[config.mk]
export PLATFORM = sky130hd
export DESIGN_NAME = ysyx_22041211_lsu_wb
export DESIGN_NICKNAME = d
export VERILOG_FILES = /design/src/rtl/ysyx_22041211_lsu_pkg.sv /design/src/rtl/ysyx_22041211_load_align.sv /design/src/rtl/ysyx_22041211_lsu_wb.sv
export SDC_FILE = /design/constraint.sdc
export NUM_CORES = 1
export LEC_CHECK = 0
export ABC_CLOCK_PERIOD_IN_PS = 3300
export BUFFER_PORTS_ARGS = -buffer_cell sky130_fd_sc_hd__buf_2
export CAP_MARGIN = 40
export CORE_UTILIZATION = 30
export CTS_CLUSTER_DIAMETER = 50
export DETAILED_ROUTE_END_ITERATION = 16
export SYNTH_ARGS = -nofsm -noshare
export SYNTH_HDL_FRONTEND = slang
export SYNTH_SLANG_ARGS = --single-unit
[constraint.sdc]
create_clock -name clk -period 3.3 [get_ports clk]
set_input_delay 0 -clock clk [delete_from_list [all_inputs] [get_ports clk]]
set_output_delay 0 -clock clk [all_outputs]
set_load 0.01 [all_outputs]
[src/rtl/ysyx_22041211_lsu_pkg.sv]
// ----------------------------------------------------------------------------
// ysyx_22041211_lsu_pkg
// Shared definitions for the LSU/writeback stage of the NPC core.
//   - LSU_DATA_WIDTH : default datapath width (only 32 is supported)
//   - F3_*           : funct3 encodings for loads and stores
//   - lsu_state_e    : LSU/WB FSM state encoding
//   - access_fault   : illegal-funct3 / misalignment detection
//   - store_wdata    : lane-replicated store data
//   - store_wstrb    : byte strobes for a store
// ----------------------------------------------------------------------------
package ysyx_22041211_lsu_pkg;

    localparam int LSU_DATA_WIDTH = 32;

    localparam logic [2:0] F3_LB  = 3'b000;
    localparam logic [2:0] F3_LH  = 3'b001;
    localparam logic [2:0] F3_LW  = 3'b010;
    localparam logic [2:0] F3_LBU = 3'b100;
    localparam logic [2:0] F3_LHU = 3'b101;
    localparam logic [2:0] F3_SB  = 3'b000;
    localparam logic [2:0] F3_SH  = 3'b001;
    localparam logic [2:0] F3_SW  = 3'b010;

    typedef enum logic [1:0] {
        ST_IDLE = 2'd0,
        ST_REQ  = 2'd1,
        ST_WAIT = 2'd2,
        ST_WB   = 2'd3
    } lsu_state_e;

    // Access size lives in funct3[1:0] for both loads and stores, so the
    // alignment test is shared; legality differs between the two.
    function automatic logic access_fault(input logic       is_load,
                                          input logic       is_store,
                                          input logic [2:0] funct3,
                                          input logic [1:0] off);
        logic legal;
        logic misaligned;
        legal = 1'b1;
        if (is_load) begin
            legal = (funct3 == F3_LB) || (funct3 == F3_LH) || (funct3 == F3_LW) ||
                    (funct3 == F3_LBU) || (funct3 == F3_LHU);
        end else if (is_store) begin
            legal = (funct3 == F3_SB) || (funct3 == F3_SH) || (funct3 == F3_SW);
        end
        misaligned = ((funct3[1:0] == 2'b01) && off[0]) ||
                     ((funct3[1:0] == 2'b10) && (off != 2'b00));
        return (is_load || is_store) && (!legal || misaligned);
    endfunction

    // Replicating the byte/half into every lane lets memory pick it up with
    // the strobes alone, without knowing the offset.
    function automatic logic [31:0] store_wdata(input logic [2:0]  funct3,
                                                input logic [31:0] data);
        case (funct3)
            F3_SB:   return {4{data[7:0]}};
            F3_SH:   return {2{data[15:0]}};
            default: return data;
        endcase
    endfunction

    function automatic logic [3:0] store_wstrb(input logic [2:0] funct3,
                                               input logic [1:0] off);
        case (funct3)
            F3_SB:   return 4'b0001 << off;
            F3_SH:   return 4'b0011 << off;
            F3_SW:   return 4'b1111;
            default: return 4'b0000;
        endcase
    endfunction

endpackage

[src/rtl/ysyx_22041211_load_align.sv]
// ----------------------------------------------------------------------------
// ysyx_22041211_load_align
// Combinational load-data alignment and extension.
//   i_rdata  : aligned 32-bit word returned by data memory
//   i_off    : byte offset of the access (address[1:0])
//   i_funct3 : load size/sign encoding
//   o_data   : value to write to the destination register
// ----------------------------------------------------------------------------
module ysyx_22041211_load_align
    import ysyx_22041211_lsu_pkg::*;
(
    input  logic [31:0] i_rdata,
    input  logic [1:0]  i_off,
    input  logic [2:0]  i_funct3,
    output logic [31:0] o_data
);

    logic [31:0] w_shifted;

    // Move the addressed byte/half down to bit 0 before extending.
    assign w_shifted = i_rdata >> {i_off, 3'b000};

    always_comb begin
        // NOTE: default assignment first so no path leaves o_data unassigned (no latch).
        o_data = w_shifted;
        case (i_funct3)
            F3_LB:   o_data = {{24{w_shifted[7]}}, w_shifted[7:0]};
            F3_LH:   o_data = {{16{w_shifted[15]}}, w_shifted[15:0]};
            F3_LBU:  o_data = {24'd0, w_shifted[7:0]};
            F3_LHU:  o_data = {16'd0, w_shifted[15:0]};
            default: o_data = w_shifted;
        endcase
    end

endmodule

[src/rtl/ysyx_22041211_lsu_wb.sv]
// ----------------------------------------------------------------------------
// ysyx_22041211_lsu_wb
// Memory-access and writeback stage. Accepts one instruction from the EXU,
// performs an optional load/store over a req/gnt/rvalid interface, and issues
// a one-cycle register-file write.
//   clk, rst                    : clock, asynchronous active-high reset
//   in_valid / in_ready         : EXU handshake
//   in_alu_result ... in_funct3 : executed instruction fields
//   mem_req/we/addr/wdata/wstrb : data-memory request (held until mem_gnt)
//   mem_gnt/rvalid/rdata        : data-memory responses
//   wb_en/wb_rd/wb_data         : register-file write port
//   lsu_fault                   : one-cycle pulse on illegal/misaligned access
// ----------------------------------------------------------------------------
module ysyx_22041211_lsu_wb
    import ysyx_22041211_lsu_pkg::*;
#(
    parameter int DATA_WIDTH = LSU_DATA_WIDTH,
    parameter int ADDR_WIDTH = 32
) (
    input  logic                  clk,
    input  logic                  rst,
    input  logic                  in_valid,
    output logic                  in_ready,
    input  logic [DATA_WIDTH-1:0] in_alu_result,
    input  logic [DATA_WIDTH-1:0] in_store_data,
    input  logic [4:0]            in_rd,
    input  logic                  in_reg_write,
    input  logic                  in_mem_read,
    input  logic                  in_mem_write,
    input  logic [2:0]            in_funct3,
    output logic                  mem_req,
    output logic                  mem_we,
    output logic [ADDR_WIDTH-1:0] mem_addr,
    output logic [DATA_WIDTH-1:0] mem_wdata,
    output logic [3:0]            mem_wstrb,
    input  logic                  mem_gnt,
    input  logic                  mem_rvalid,
    input  logic [DATA_WIDTH-1:0] mem_rdata,
    output logic                  wb_en,
    output logic [4:0]            wb_rd,
    output logic [DATA_WIDTH-1:0] wb_data,
    output logic                  lsu_fault
);

    lsu_state_e  r_state;
    logic [4:0]  r_rd;
    logic        r_reg_write;
    logic        r_is_store;
    logic [2:0]  r_funct3;
    logic [1:0]  r_off;

    logic        w_accept;
    logic        w_is_mem;
    logic        w_fault;
    logic        w_load_wb_en;
    logic [31:0] w_load_data;

    assign in_ready     = (r_state == ST_IDLE) && !rst;
    assign w_accept     = in_valid && in_ready;
    assign w_is_mem     = in_mem_read || in_mem_write;
    assign w_fault      = access_fault(in_mem_read, in_mem_write, in_funct3, in_alu_result[1:0]);
    // Writes to x0 are suppressed here so the register file never sees them.
    assign w_load_wb_en = r_reg_write && (r_rd != 5'd0);

    ysyx_22041211_load_align u_load_align (
        .i_rdata  (mem_rdata),
        .i_off    (r_off),
        .i_funct3 (r_funct3),
        .o_data   (w_load_data)
    );

    // NOTE: sequential state uses non-blocking assignments only, so every register samples pre-edge values.
    always_ff @(posedge clk or posedge rst) begin
        if (rst) begin
            r_state     <= ST_IDLE;
            r_rd        <= 5'd0;
            r_reg_write <= 1'b0;
            r_is_store  <= 1'b0;
            r_funct3    <= 3'd0;
            r_off       <= 2'd0;
            mem_req     <= 1'b0;
            mem_we      <= 1'b0;
            mem_addr    <= '0;
            mem_wdata   <= '0;
            mem_wstrb   <= 4'd0;
            wb_en       <= 1'b0;
            wb_rd       <= 5'd0;
            wb_data     <= '0;
            lsu_fault   <= 1'b0;
        end else begin
            case (r_state)
                ST_IDLE: begin
                    if (w_accept) begin
                        r_rd        <= in_rd;
                        r_reg_write <= in_reg_write;
                        r_is_store  <= in_mem_write;
                        r_funct3    <= in_funct3;
                        r_off       <= in_alu_result[1:0];
                        wb_rd       <= in_rd;
                        wb_data     <= in_alu_result;
                        mem_addr    <= in_alu_result[ADDR_WIDTH-1:0];
                        mem_we      <= in_mem_write;
                        mem_wdata   <= store_wdata(in_funct3, in_store_data);
                        mem_wstrb   <= in_mem_write ? store_wstrb(in_funct3, in_alu_result[1:0]) : 4'd0;
                        if (!w_is_mem) begin
                            wb_en   <= in_reg_write && (in_rd != 5'd0);
                            r_state <= ST_WB;
                        end else if (w_fault) begin
                            // Faulting accesses skip memory entirely.
                            lsu_fault <= 1'b1;
                            r_state   <= ST_WB;
                        end else begin
                            mem_req <= 1'b1;
                            r_state <= ST_REQ;
                        end
                    end
                end
                ST_REQ: begin
                    if (mem_gnt) begin
                        mem_req <= 1'b0;
                        if (r_is_store) begin
                            r_state <= ST_WB;
                        end else if (mem_rvalid) begin
                            // Zero-wait memory: data arrives alongside the grant.
                            wb_en   <= w_load_wb_en;
                            wb_data <= w_load_data;
                            r_state <= ST_WB;
                        end else begin
                            r_state <= ST_WAIT;
                        end
                    end
                end
                ST_WAIT: begin
                    if (mem_rvalid) begin
                        wb_en   <= w_load_wb_en;
                        wb_data <= w_load_data;
                        r_state <= ST_WB;
                    end
                end
                ST_WB: begin
                    wb_en     <= 1'b0;
                    lsu_fault <= 1'b0;
                    r_state   <= ST_IDLE;
                end
                default: r_state <= ST_IDLE;
            endcase
        end
    end

endmodule

Word-level counts from Yosys, hierarchy flattened
Index checks and enable logic that the tools add are counted.
W data, S select, Z words.
{"block": "word_totals", "reg_bits": 117, "latchBits": 0, "ram_bits": 0, "mem_bits_ro": 0, "input_bits": 112, "mem_count": 0}
{"block": "classes", "add_sub_neg": 0, "multipliers": 0, "div": 0, "magnitude_cmp": 0, "n_eq_ne": 20, "n_shift": 3, "n_mux": 34, "bitwise": 0, "n_reduce_logical": 31}
{"cell": "$mux W32", "n": 4}
{"cell": "$pmux W32 S4", "n": 1}
{"cell": "$pmux W32 S3", "n": 1}
{"cell": "$pmux W32 S2", "n": 1}
{"cell": "$shr A32 B5 Y32", "n": 1}
{"cell": "$mux W1", "n": 16}
{"cell": "$ne A2 B2 Y1 const B", "n": 8}
{"cell": "$eq A3 B3 Y1 const B", "n": 4}
{"cell": "$pmux W4 S3", "n": 1}
{"cell": "$reduce_and A4 Y1", "n": 3}
{"cell": "$mux W2", "n": 5}
{"cell": "$reduce_bool A5 Y1", "n": 2}
{"cell": "$pmux W2 S4", "n": 1}
{"cell": "$logic_and A1 B1 Y1", "n": 7}
{"cell": "$logic_or A1 B1 Y1", "n": 7}
{"cell": "$eq A2 B2 Y1 const B", "n": 3}
{"cell": "$eq A3 B1 Y1 const B", "n": 2}
{"cell": "$logic_not A3 Y1", "n": 2}
{"cell": "$reduce_bool A2 Y1", "n": 3}
{"cell": "$reduce_and A5 Y1", "n": 1}
{"cell": "$eq A2 B1 Y1 const B", "n": 2}
{"cell": "$mux W4", "n": 1}
{"cell": "$pmux W1 S2", "n": 2}
{"cell": "$pmux W1 S4", "n": 1}
{"cell": "other kinds (8)", "n": 9}

Logic depth before layout (Yosys ltp)
{"block": "logic_depth", "word_depth": 13, "depth_mapped": 9, "mapped_depth_nobuf": 6}

By module
Synthesis repeated with hierarchy kept, for this count alone.
{"block": "hier_totals", "hier_cells": 521, "hier_area_um2": 5985.7}
{"mod": "ysyx_22041211_lsu_wb", "n_inst": 1, "cells_per_inst": 414, "area_per_inst_um2": 5291.3, "seq_area_each_um2": 2877.8}
{"mod": "ysyx_22041211_load_align", "n_inst": 1, "cells_per_inst": 107, "area_per_inst_um2": 694.4, "seq_area_each_um2": 0.0}

Worst setup path after synthesis
No wires, ideal clock.
{"block": "synth_path", "path_kind": "flip-flop to flip-flop", "start": "register r_state[0]", "end": "register wb_data[26]", "t_arrival_ns": 2.196, "required_time_ns": 3.205, "path_slack_ns": 1.009, "stages_incl_launch_ff": 9, "cell_sequence": "dfrtp_1 > inv_1 > ha_1 > buf_2 > and2_1 > a222oi_1 > buf_2 > a221oi_1 > o31ai_1"}
{"block": "synth_between", "elab_chain_len": 5, "elab_cells_between_ends": 11}
{"element": "from (decl)", "line_no": "ysyx_22041211_lsu_wb.sv:45", "rtl": "lsu_state_e r_state;"}
{"element": "from (signal assigned)", "line_no": "ysyx_22041211_lsu_wb.sv:75", "rtl": "r_state <= ST_IDLE;"}
{"element": "from (signal assigned)", "line_no": "ysyx_22041211_lsu_wb.sv:107", "rtl": "r_state <= ST_WB;"}
{"element": "from (signal assigned)", "line_no": "ysyx_22041211_lsu_wb.sv:111", "rtl": "r_state <= ST_WB;"}
{"element": "$logic_not A2 Y1", "line_no": "ysyx_22041211_lsu_wb.sv:58, ysyx_22041211_lsu_wb.sv:91"}
{"element": "$logic_and A1 B1 Y1", "line_no": "ysyx_22041211_lsu_wb.sv:58", "rtl": "assign in_ready = (r_state == ST_IDLE) && !rst;"}
{"element": "$logic_and A1 B1 Y1", "line_no": "ysyx_22041211_lsu_wb.sv:59", "rtl": "assign w_accept = in_valid && in_ready;"}
{"element": "$ne A2 B2 Y1 (no source line)"}
{"element": "$reduce_and A4 Y1 (no source line)"}
{"element": "to (signal assigned)", "line_no": "ysyx_22041211_lsu_wb.sv:100", "rtl": "wb_data <= in_alu_result;"}
{"element": "to (signal assigned)", "line_no": "ysyx_22041211_lsu_wb.sv:126", "rtl": "wb_data <= w_load_data;"}
{"element": "to (signal assigned)", "line_no": "ysyx_22041211_lsu_wb.sv:136", "rtl": "wb_data <= w_load_data;"}
{"element": "to (decl)", "line_no": "ysyx_22041211_lsu_wb.sv:41", "rtl": "output logic [DATA_WIDTH-1:0] wb_data,"}
Parallel ways exist; a longest one is shown, timed or not.
A chain may end at the register's enable or synchronous reset.

Worst setup path in the final report
{"block": "layout_path", "start": "register r_state[0]", "end": "register wb_data[28]"}
Same word-level chain as after synthesis.

==> impl_results.md <==
- CTS-repair resized insts: 0
- Hold_sp: mem_rdata[24]
- Total Die Area: 0.0201 mm^2
- CP delay by family, top: compound AO/OA/AOI/OAI gates
- Vias in the first global route: approximately 5800
- Post-synth top cells: 185 x nand2_1, 115 x dfrtp_1, 81 x o21ai_0, 62 x mux2i_1, 40 x clkbuf_1
- RSZ-0062 raised after global routing: false
- DRT iter0 DRCs: 367
- Power Density: around 1000 mW/mm^2
- CTS tree: yes
- Unique cell type count in the Yosys netlist: 40
- Tcrit/Tclk final: 77.1%
- CP Capture Type: register
- Post-Route Setup TNS: 0 ns
- First-pass GRT wire length: roughly 32000 um
- Final nets: 1056
- CTS Buf Count: 17
- Cell with the most instances on the worst path: buf_4
- Clk_skew: 0.00508 ns
- Utilization after layout: a little under half
- Post-route ant nets: 0
- Worst r2r src: r_state[0]$_DFFE_PP0P_
- Fraction of layout cells with a size suffix above 1: just under 30%
- Synthesized area per cell: 8.95 um^2
- Number of port buffers: 221
- Bufs and invs on worst path: 3
- Synthesized area: 0.00586 mm^2
- GR Util All Layers: 20.8%
- Crit-path max cell delay: 0.45 ns
- Detailed Route WL: just over 20000 um
- Die height: ~140 um
- Top FF cell, synth: dfrtp_1
- Fmax: 393 MHz
- Flop and latch count out of synthesis: between 100 and 150
- HP Class: in2reg
- I/O Pins: 222
- Initial core utilization: between 30% and 40%
- Crit-path cells: inv_1 > ha_1 > buf_4 > and2_1 > a222oi_1 > buf_4 > a221oi_1 > o31ai_1
- CP startpoint kind: register
- Clock latency on the worst-skew pair: just over 0.4 ns
- Rel. slew slack: 46.5%
- Fill cell count: approximately 1900
- H-tree depth: 4
- Setup Crit Path Kind: reg2reg
- Most common cell in the netlist: nand2_1
- Leakage power: 4.33 nW
- Core ar.: around 0.019 mm^2
- Final count of negative-setup-slack endpoints: 0
- Post-synthesis sequential area ratio: between 40% and 50%
- FP Rows: 50
- EDFF count, synth: 0
- Final min period: about 2.5 ns
- Worst endpoint required time: 3.60 ns
- Initial antenna violation count: 0
- Largest net degree at the start of global routing: 83
- Area leader, netlist: dfrtp_1
- Setup Fix Bufs, Post-CTS: 0
- Smallest setup slack after layout: 0.755 ns
- Worst Path Arrival: 2.85 ns
- Slew @ Worst Pin: between 0.8 and 0.9 ns
- Reg2Reg Setup Slack: 0.76 ns
- Clock-pin slew of the registers on the worst-case setup and hold paths: ~0.06 ns
- YS warnings: 0
- Max VDD drop: around 450 uV
- Post-Syn Instances: 655
- Outcome: finished clean
- GRT overflow: 0
- Hold_buf cts: 76
- Hold slack: 0.0279 ns
- Crit-path slowest cell: dfrtp_1
- Worst Path Max Fanout: 37
- Hold EP: wb_data[24]$_DFFE_PP0P_
- Clk sinks: 115
- Hold Vio Cnt, Final: 0
- Clk root buf: clkbuf_16
- Via count: 5949
- Cells on Worst Hold Path: 3
- Top-area cell type share of the netlist area: 49.1%
- Max-slew violations: 0
- Pre-antenna DRT Iters: 5
- Via/cell ratio: 4.91
- ANT cells: 0
- DP Wirelength: around 14000 um
- Post-Syn Nets: 772
- Max Cap Viol: 0
- Clk buf depth: 2
- DIE WIDTH: around 140 um
- Wire per inst: 17.1 um
- Reg2Reg Depth: 8
- Share of flip-flops with an asynchronous set or reset: 100%
- Area Growth Syn to Fin: 47.5%
- R2R Path End: wb_data[28]$_DFFE_PP0P_
- Drt drc: 0
- Pre-CTS setup slack: 0.819 ns
- Overall power: 0.00865 W
- Global placement routability congestion: 0.829
- Synth top area cells: dfrtp_1 49%, nand2_1 12%, mux2i_1 11%
## logic make-up after synthesis
logic type,after synthesis,share of synthesized area [%]
DFF,115,49.1
muxes,65,11.2
adders and majority gates,5,1.07
and+or+nand+nor,255,17.9
xor gates and xnor gates,1,0.149
buffers and inverters,57,3.86
AOI/OAI and AO/OA,157,16.8
## cells in the final DEF (no fill, tap or decap), types with 2 or more instances in the layout
master,netlist,final
nand2b_1,3,3
and2_1,4,3
buf_4,1,14
buf_12,0,3
a2111oi_0,2,2
a221oi_1,10,10
dfrtp_1,115,115
o2bb2ai_1,9,9
a21oi_1,12,12
o21ai_0,81,81
clkbuf_16,0,17
a31oi_1,3,3
nor2b_1,9,9
inv_1,7,6
dlygate4sd3_1,0,76
or2_2,2,2
bufinv_16,0,4
or4_1,3,3
clkinv_2,0,7
a311o_1,2,2
buf_2,7,221
mux2_2,3,3
ha_1,5,5
nor2_1,39,39
nand4b_1,2,2
nand3b_1,2,2
mux2i_1,62,62
nand2_1,185,185
o31ai_1,24,24
a211oi_1,8,8
## flip-flops by register name (all words and copies together) (netlist names)
register     flops
mem_wstrb        4
mem_req          1
lsu_fault        1
r_reg_write      1
wb_data         32
mem_addr        32
r_rd             5
mem_wdata       32
r_state          2
wb_en            1
r_is_store       1
r_funct3         3
## per-stage QoR
step / std cells / area, um^2
after floorplan: 655 / 5860
after global placement: 1101 / 7240
after detailed placement: 1104 / 7280
after CTS: 1211 / 8650
after global routing: 1211 / 8650
final: 1211 / 8650
## worst max path at each step
stage | start | end | slack [ns] | depth (start not counted)
after floorplan | rst | lsu_fault$_DFFE_PP0P_ | 0.26 | 1
after global placement | r_state[0]$_DFFE_PP0P_ | wb_data[7]$_DFFE_PP0P_ | 0.73 | 6
after detailed placement | r_state[0]$_DFFE_PP0P_ | wb_data[28]$_DFFE_PP0P_ | 0.82 | 8
after CTS | r_state[0]$_DFFE_PP0P_ | wb_data[28]$_DFFE_PP0P_ | 0.79 | 8
after global routing | r_state[0]$_DFFE_PP0P_ | wb_data[28]$_DFFE_PP0P_ | 0.60 | 8
final | r_state[0]$_DFFE_PP0P_ | wb_data[28]$_DFFE_PP0P_ | 0.76 | 8
## power breakdown
part,internal [W],switching (W)
registers,0.00214,0.000451
logic,0.00167,0.00247
clock network,0.00127,0.000648
## worst reg2reg max path, delay by kind of cell (launching register included)
| family | cells | cell delay (ns) |
|---|---|---|
| AOI/OAI and AO/OA | 3 | 0.77 |
| and+or+nand+nor | 1 | 0.25 |
| buffers and inverters | 3 | 0.66 |
| adders and majority gates | 1 | 0.31 |
| DFF | 1 | 0.45 |
## layout make-up
class	instances	area [um^2]	share of cell area, %
clock buffers	19	443	5.12
clock inverters	12	163	1.88
inverters	7	28.8	0.333
multi-input cells	483	2760	32.0
flip-flops and latches	115	2880	33.3
well taps	260	325	3.76
repair buffers	315	2050	23.7
## per-layer routing
layer	global-route usage (%)	vias up	part of all wire [%]
li1	-	2828	-
met1	25.8	2848	42
met2	35.1	254	48
met3	6.01	19	7.7
met4	6.06	0	1.7
met5	0	-	0
Power figures use the tool's default switching activity.
